## src/rtl/pla_vector_sweeper.sv

```systemverilog
// Vector sweeper for single-output PLA evaluators: issues (v, v^alpha) pairs, checks
// autosymmetry, counts onsets and builds a MISR signature. Option: PLA_SWEEP_MISMATCH_STOP_EN.
module pla_vector_sweeper #(
    parameter int N_IN  = 24,
    parameter int CNT_W = 25
) (
    input  logic             clk,
    input  logic             rst_n,
    input  logic             start,
    input  logic [N_IN-1:0]  base,
    input  logic [CNT_W-1:0] sweep_len,
    input  logic [N_IN-1:0]  alpha,
    output logic [N_IN-1:0]  x_out,
    output logic             x_valid,
    input  logic             x_ready,
    input  logic             y_in,
    input  logic             y_valid,
    output logic             busy,
    output logic             done,
    output logic [CNT_W-1:0] onset_count,
    output logic [CNT_W-1:0] mismatch_count,
    output logic [N_IN-1:0]  first_mismatch,
    output logic [31:0]      signature,
    output logic             protocol_err
);

    typedef enum logic [2:0] {
        IDLE,
        SEND_A,
        SEND_B,
        WAIT,
        DONE
    } state_t;

    localparam logic [N_IN-1:0]  V_ONE    = {{(N_IN-1){1'b0}}, 1'b1};
    localparam logic [CNT_W-1:0] C_ONE    = {{(CNT_W-1){1'b0}}, 1'b1};
    localparam logic [31:0]      MISR_TAP = 32'h0040_0007;

    state_t           state_q, state_d;
    logic [N_IN-1:0]  v_q, v_d;
    logic [N_IN-1:0]  alpha_q, alpha_d;
    logic [CNT_W-1:0] len_q, len_d;
    logic [CNT_W-1:0] pairs_q, pairs_d;
    logic [1:0]       iss_q, iss_d;
    logic [1:0]       rsp_q, rsp_d;
    logic             ya_q, ya_d;
    logic [CNT_W-1:0] onset_q, onset_d;
    logic [CNT_W-1:0] mm_q, mm_d;
    logic [N_IN-1:0]  first_q, first_d;
    logic [31:0]      sig_q, sig_d;
    logic             perr_q, perr_d;

    logic             hs;
    logic [1:0]       iss_eff;
    logic [CNT_W-1:0] pairs_next;

    function automatic logic [CNT_W-1:0] sat_inc(input logic [CNT_W-1:0] c);
        return (c == '1) ? c : c + C_ONE;
    endfunction

    function automatic logic [31:0] misr_next(input logic [31:0] s, input logic y);
        return ({s[30:0], 1'b0} ^ (s[31] ? MISR_TAP : 32'h0)) ^ {31'b0, y};
    endfunction

    always_ff @(posedge clk or negedge rst_n) begin
        if (!rst_n) begin
            state_q <= IDLE;
            v_q     <= '0;
            alpha_q <= '0;
            len_q   <= '0;
            pairs_q <= '0;
            iss_q   <= '0;
            rsp_q   <= '0;
            ya_q    <= 1'b0;
            onset_q <= '0;
            mm_q    <= '0;
            first_q <= '0;
            sig_q   <= '1;
            perr_q  <= 1'b0;
        end else begin
            state_q <= state_d;
            v_q     <= v_d;
            alpha_q <= alpha_d;
            len_q   <= len_d;
            pairs_q <= pairs_d;
            iss_q   <= iss_d;
            rsp_q   <= rsp_d;
            ya_q    <= ya_d;
            onset_q <= onset_d;
            mm_q    <= mm_d;
            first_q <= first_d;
            sig_q   <= sig_d;
            perr_q  <= perr_d;
        end
    end

    always_comb begin
        state_d    = state_q;
        v_d        = v_q;
        alpha_d    = alpha_q;
        len_d      = len_q;
        pairs_d    = pairs_q;
        iss_d      = iss_q;
        rsp_d      = rsp_q;
        ya_d       = ya_q;
        onset_d    = onset_q;
        mm_d       = mm_q;
        first_d    = first_q;
        sig_d      = sig_q;
        perr_d     = perr_q;
        x_valid    = 1'b0;
        x_out      = '0;
        hs         = 1'b0;
        pairs_next = pairs_q + C_ONE;

        case (state_q)
            IDLE: begin
                if (start) begin
                    v_d     = base;
                    alpha_d = alpha;
                    len_d   = sweep_len;
                    pairs_d = '0;
                    iss_d   = '0;
                    rsp_d   = '0;
                    onset_d = '0;
                    mm_d    = '0;
                    first_d = '0;
                    sig_d   = '1;
                    perr_d  = 1'b0;
                    state_d = (sweep_len == '0) ? DONE : SEND_A;
                end
            end
            SEND_A: begin
                x_valid = 1'b1;
                x_out   = v_q;
                hs      = x_ready;
                if (x_ready) begin
                    iss_d   = 2'd1;
                    state_d = SEND_B;
                end
            end
            SEND_B: begin
                x_valid = 1'b1;
                x_out   = v_q ^ alpha_q;
                hs      = x_ready;
                if (x_ready) begin
                    iss_d   = 2'd2;
                    state_d = WAIT;
                end
            end
            WAIT: begin
                // Pair results were folded into the counters when the second response landed.
                if (rsp_q == 2'd2) begin
                    iss_d   = '0;
                    rsp_d   = '0;
                    pairs_d = pairs_next;
                    if (pairs_next == len_q) begin
                        state_d = DONE;
`ifdef PLA_SWEEP_MISMATCH_STOP_EN
                    end else if (mm_q != '0) begin
                        state_d = DONE;
`endif
                    end else begin
                        v_d     = v_q + V_ONE;
                        state_d = SEND_A;
                    end
                end
            end
            DONE: begin
                state_d = IDLE;
            end
            default: begin
                state_d = IDLE;
            end
        endcase

        // A response is legal once its request handshake happens, even in the same cycle.
        iss_eff = iss_q + {1'b0, hs};
        if (y_valid) begin
            if (iss_eff > rsp_q) begin
                sig_d = misr_next(sig_q, y_in);
                rsp_d = rsp_q + 2'd1;
                if (rsp_q == 2'd0) begin
                    ya_d = y_in;
                end else begin
                    if (ya_q) begin
                        onset_d = sat_inc(onset_q);
                    end
                    if (ya_q != y_in) begin
                        mm_d = sat_inc(mm_q);
                        if (mm_q == '0) begin
                            first_d = v_q;
                        end
                    end
                end
            end else begin
                perr_d = 1'b1;
            end
        end
    end

    assign busy           = (state_q != IDLE);
    assign done           = (state_q == DONE);
    assign onset_count    = onset_q;
    assign mismatch_count = mm_q;
    assign first_mismatch = first_q;
    assign signature      = sig_q;
    assign protocol_err   = perr_q;

endmodule
```

## config.mk

```make
export PLATFORM = sky130hd
export DESIGN_NAME = pla_vector_sweeper
export DESIGN_NICKNAME = d
export VERILOG_FILES = /design/src/rtl/pla_vector_sweeper.sv
export SDC_FILE = /design/constraint.sdc
export NUM_CORES = 1
export LEC_CHECK = 0
export ABC_CLOCK_PERIOD_IN_PS = 8550
export BUFFER_PORTS_ARGS = -buffer_cell sky130_fd_sc_hd__clkbuf_2
export CAP_MARGIN = 15
export CORE_UTILIZATION = 61
export DETAILED_ROUTE_END_ITERATION = 6
export GPL_TIMING_DRIVEN = 0
export PLACE_DENSITY_LB_ADDON = 0.25
export SYNTH_ARGS = -nofsm -noshare
export SYNTH_HDL_FRONTEND = slang
export SYNTH_SLANG_ARGS = --single-unit
```

## constraint.sdc

```tcl
create_clock -name clk -period 8.55 [get_ports clk]
set_input_delay 1.71 -clock clk [delete_from_list [all_inputs] [get_ports clk]]
set_output_delay 1.71 -clock clk [all_outputs]
set_load 0.01 [all_outputs]
```

## Yosys cells after proc, flatten, opt, wreduce, memory -nomap -nowiden

Index checks and enable logic that the tools add are counted.

| operators by class | value |
|---|---|
| add/subtract/negate cells | 6 |
| multiply operators | 0 |
| div/mod/pow operators | 0 |
| magnitude comparators | 1 |
| eq/ne operators | 16 |
| shift-type cells | 0 |
| multiplexer cells | 57 |
| bitwise operators | 3 |
| reduce and logical (&&, ||, !) cells | 14 |

Operators by type and width:

| operator | count |
|---|---|
| $mux 25 | 16 |
| $mux 24 | 10 |
| $mux 32 | 4 |
| $pmux 24 s2 | 2 |
| $add 25x1->25 const B | 3 |
| $eq 25x25->1 const B | 2 |
| $logic_not 25->1 | 2 |
| $pmux 25 s2 | 1 |
| $xor 32x1->32 | 1 |
| $xor 32x23->32 | 1 |
| $eq 25x25->1 | 1 |
| $add 24x1->24 const B | 1 |
| $xor 24x24->24 | 1 |
| $mux 23 | 1 |
| $mux 3 | 6 |
| $mux 2 | 8 |
| $pmux 3 s4 | 1 |
| $ne 2x2->1 const B | 5 |
| $ne 5x5->1 const B | 2 |
| $pmux 2 s4 | 1 |
| $reduce_and 4->1 | 2 |
| $eq 3x2->1 const B | 2 |
| $mux 1 | 6 |
| $reduce_and 3->1 | 2 |
| 16 further kinds | 16 |

| word-level totals | value |
|---|---|
| register bits after elaboration | 213 |
| latch bits | 0 |
| memory bits (writable) | 0 |
| memory bits (read-only) | 0 |
| input bits | 79 |
| output and inout bits | 134 |
| word-level logic and storage cells | 110 |
| memories | 0 |

## Logic depth before layout (Yosys ltp)

| depth | value |
|---|---|
| depth in word-level cells | 7 |
| mapped depth | 19 |
| gate-level depth less buffers | 15 |

## Least setup slack after synthesis

Ideal clock, no wire load.

| timing path | value |
|---|---|
| path type | in2reg |
| from | input port x_ready |
| to | register onset_q[7] (netlist: onset_count[7]) |
| setup time | 132 ps |
| arrival | 4291 ps |
| data required time | 8418 ps |
| path slack | 4127 ps |
| stages on the path | 13 |
| path through | and2_1 > ha_1 > xor2_1 > ha_1 > nor2b_1 > o211ai_1 > nor3b_1 > and2_1 > clkbuf_1 > nand2_1 > nor2_1 > xnor2_1 > nor2_1 |

| between the ends | value |
|---|---|
| longest elaborated chain between the ends | 5 |
| elaborated cells between the ends (all ways) | 6 |

Ends and longest elaborated chain:

| element | line | source |
|---|---|---|
| start, declared | 15 | `input logic x_ready,` |
| $mux 1 * | 116 | `case (state_q)` |
| $add 2x1->2 * | 178 | `iss_eff = iss_q + {1'b0, hs};` |
| $gt 2x2->1 * | 180 | `if (iss_eff > rsp_q) begin` |
| $mux 25 | 180 |  |
| $mux 25 | 179 | `if (y_valid) begin` |
| end signal, assigned | 89 | `onset_q <= onset_d;` |
| end, declared | 47 | `logic [CNT_W-1:0] onset_q, onset_d;` |

Mark *: on every way between the ends. The rest lies on a longest branch, timed or not.
A chain may end at the register's enable or synchronous reset.

## Final worst setup path

| timing path | value |
|---|---|
| from | register state_q[1] |
| to | register first_q[8] (netlist: first_mismatch[8]) |

| between the ends | value |
|---|---|
| longest elaborated chain between the ends | 7 |
| elaborated cells between the ends (all ways) | 13 |

Ends and longest elaborated chain:

| element | line | source |
|---|---|---|
| start, declared | 39 | `state_t state_q, state_d;` |
| start signal, assigned | 81 | `state_q <= state_d;` |
| $eq 3x2->1 (tied with other cells) | 116 |  |
| $reduce_or 2->1 (no source line) or $mux 24 (tied branches) | n/a |  |
| $mux 1 or $mux 24 (tied branches) | 116, 191 |  |
| $add 2x1->2 or $mux 24 (tied branches) | 178, 189 |  |
| $gt 2x2->1 or $mux 24 (tied branches) | 180, 183 |  |
| $mux 24 | 180 |  |
| $mux 24 * | 179 |  |
| named net first_d[8] | 49 | `logic [N_IN-1:0] first_q, first_d;` |
| end signal, assigned | 91 | `first_q <= first_d;` |
| end, declared | 49 |  |

The timed path passes the listed nets; every way through them passes the cells marked *.

==> flow_summary.json <==
{
  "outcome": "finished, final reports clean",
  "worstPathArrival_ns": 5.86,
  "antenna_found_initial": 0,
  "routedWlPerCell_microns": 18.68,
  "yosysWarnings": 0,
  "power_density_mw_per_mm2": 348.2,
  "design.core.area_sq_mm": 0.01883,
  "regArea_sq_mm": 0.005370,
  "cts_hold_repair.buffers": 0,
  "grt-ovfl-total": 0,
  "num_vias": 12090,
  "final.min_clock_period_ns": 5.449,
  "combinationalPowerShare_pct": 40.8,
  "finalMaxSlewViolations": 0,
  "final-hold-violation-count": 0,
  "yosysTopAreaCellShare_pct": 38.31,
  "cts_root_buf": "clkbuf_16",
  "ant_nets": 0,
  "drt_pass1_iterations": 6,
  "p_leak_nw": 6.440,
  "boundaryPins": 213,
  "start_util_pct": 62.78,
  "drv_cap": 0,
  "grt_pass1_vias": 11140,
  "path_clk_slew_ns": 0.06,
  "max_freq_mhz": 183.5,
  "dieArea_sq_mm": 0.01994,
  "ys_ff_latch": 213,
  "ys_seq_area_share_pct": 45.42,
  "area_growth_pct": 19.73,
  "synth_area_per_cell_sq_um": 8.165,
  "cpMostUsedCell": "clkbuf_1",
  "synth_top_flop_cell": "dfrtp_1",
  "drc": 0,
  "crit_fanout": 10,
  "wl_microns": 36690,
  "rsz0062_at_grt": "no",
  "synth_common_cells": "386 x nand2_1, 202 x o21ai_0, 181 x dfrtp_1, 95 x nor2_1, 65 x clkbuf_1",
  "cts_max_path_buffers": 3,
  "num-nets-final": 1777,
  "critPathLaunchType": "register",
  "p_int_w": 0.002850,
  "grt_pass1_wl_microns": 57790,
  "synth-edff-count": 0,
  "hpwl_microns": 26050,
  "crit_type": "reg2reg",
  "p_switching_w": 0.002079,
  "syn_inst": 1448,
  "num_rows": 50,
  "worstMarginPinSlew_ns": 1.133,
  "fin_area_sq_mm": 0.01415,
  "critPathRequiredTime_ns": 8.97,
  "ff2ff_setup_slack_ns": 3.10,
  "io_buffers": 212,
  "grt_max_degree": 92,
  "drive_gt1_share_pct": 19.07,
  "cts_tree": "done",
  "clkPwrFrac_pct": 23.4,
  "min_period_over_period_pct": 63.73,
  "endpoint_kind": "register",
  "setup-tns-final_ns": 0,
  "vdd_drop_max_mv": 0.2790,
  "gp_congestion": 0.9556,
  "async_reset_ff_share_pct": 100.0,
  "dr.first_iter.drc_count": 1138,
  "multi_input_area_sq_mm": 0.006003,
  "slew_headroom_pct": 23.88,
  "crit_slowest_cell": "nor3_1",
  "grtUsageTotal_pct": 36.83,
  "placed_cell_area_sq_mm": 0.01327,
  "synth.top_cells.by_area": "dfrtp_1 38%, nand2_1 12%, o21ai_0 8.6%",
  "vias_per_cell": 6.156,
  "netlist_area_sq_mm": 0.01182,
  "fin_skew_ns": 0.009833,
  "die_height_microns": 141.2,
  "path_cells": "clkbuf_1 -> inv_1 -> or3_1 -> clkbuf_1 -> nand2b_1 -> and2_1 -> ha_1 -> xor2_1 -> ha_1 -> nor2b_1 -> o211ai_1 -> or3_1 -> clkbuf_1 -> nor3_1 -> clkbuf_1 -> clkbuf_1 -> nand2_1 -> o21ai_0",
  "fillers": 1453,
  "clock-sinks": 213,
  "hold_class": "reg2reg",
  "p_sw_share_pct": 42.18,
  "fp.dieW_microns": 141.2,
  "synth_top_area_cell": "dfrtp_1",
  "postCtsSetupBuffers": 0,
  "slowest_delay_ns": 0.95,
  "numCtsBuffers": 23,
  "setup_viol": 0,
  "synth.most_common_cell": "nand2_1",
  "diodes": 0,
  "yosys.cell_types.count": 77,
  "syn_nets": 1538,
  "htree_num_levels": 1,
  "seqPwrFrac_pct": 35.8,
  "insertion_delay_ns": 0.52,
  "cts_resized": 0
}
[final cells by class]
class,count,area share [%]
multi-input combinational,1124,42.41
sequential,213,37.94
timing repair buffer,214,7.947
clock buffer,29,4.650
buffer,90,2.616
tap,260,2.298
clock inverter,13,1.582
inverter,21,0.5569
[state kept, by name, indices dropped and copies added (netlist names), 2 cells and up]
register,flops
alpha_q,24
first_mismatch,24
iss_q,2
len_q,25
mismatch_count,25
onset_count,25
pairs_q,25
rsp_q,2
signature,32
state_q,3
v_q,24
[routing by layer]
layer | routed length, microns | GRT usage [%] | share of wire [%]
met3 | 4011 | 10.12 | 11
met2 | 16440 | 56.44 | 45
met4 | 1519 | 14.53 | 4.1
met5 | 0 | 0 | 0
met1 | 14720 | 49.72 | 40
[per-stage QoR]
step | cells | utilization, % | worst slack, ns | total power [W] | hold slack (ns)
final | 1964 | 75.17 | 3.101 | 0.004929 | 0.4618
after global placement | 1920 | 70.15 | 1.577 | 0.003646 | 0.4473
after detailed placement | 1922 | 70.49 | 2.871 | 0.003721 | 0.4525
after global routing | 1964 | 75.17 | 2.739 | 0.005224 | 0.4723
after CTS | 1964 | 75.17 | 3.204 | 0.004891 | 0.4622
after floorplan | 1448 | - | 4.127 | 0.002974 | 0.4648
[power by group through the flow]
stage	clock [W]	combinational (W)	sequential (W)
6_report	0.00115	0.00201	0.00177
5_1_grt	0.00120	0.00223	0.00180
4_1_cts	0.00116	0.00199	0.00175
3_5_place_dp	0	0.00197	0.00175
3_3_place_gp	0	0.00190	0.00174
2_1_floorplan	0	0.00127	0.00170
[logic make-up after synthesis]
kind of cell             Yosys count  synth area share (%)
multiplexers                       6                0.5714
AND/OR/NAND/NOR                  702                 27.02
AO/OA/AOI/OAI                    356                 18.39
adder cells (fa/ha/maj)           11                 1.164
XOR/XNOR                          49                 3.630
buffers and inverters            111                 3.799
flip-flops                       213                 45.42
[final timing paths]
check                           depth (start not counted)           endpoint          start
max in group asynchronous                               2       signature[4]          rst_n
worst min-delay path                                    2      signature[15]  signature[14]
worst max register to register                         18  first_mismatch[8]     state_q[1]
min in group asynchronous                               1          len_q[21]          rst_n
worst max-delay path                                   18  first_mismatch[8]     state_q[1]
worst min register to register                          2      signature[15]  signature[14]
[critical path, delay by kind of cell (launching register included)]
family,cells,cell delay (ns)
adder cells (fa/ha/maj),2,0.46
AND/OR/NAND/NOR,7,2.40
XOR/XNOR,1,0.08
flip-flops,1,0.34
buffers and inverters,6,1.63
AO/OA/AOI/OAI,2,0.42
[placed cells by master, fill, tap and decap left out, types with 6 or more instances in the layout]
cell type  count
nand2_1      386
clkbuf_2     212
o21ai_0      202
dfrtp_1      181
nor2_1        95
clkbuf_1      65
nand3_1       46
a21oi_1       42
nand4_1       39
xnor2_1       34
dfstp_2       32
nor3_1        29
and3_1        27
clkbuf_16     23
inv_1         21
nor4_1        20
o31ai_1       17
xor2_1        15
a31oi_1       15
or3_1         11
ha_1          11
o211ai_1      10
buf_1         10
buf_2         10
a32o_1         8
nor3b_1        7
and2_1         7
a211oi_1       7
o41ai_1        7
clkbuf_8       7
nand2b_1       6
and4_1         6
bufinv_16      6
(Power assumes the default switching activity.)
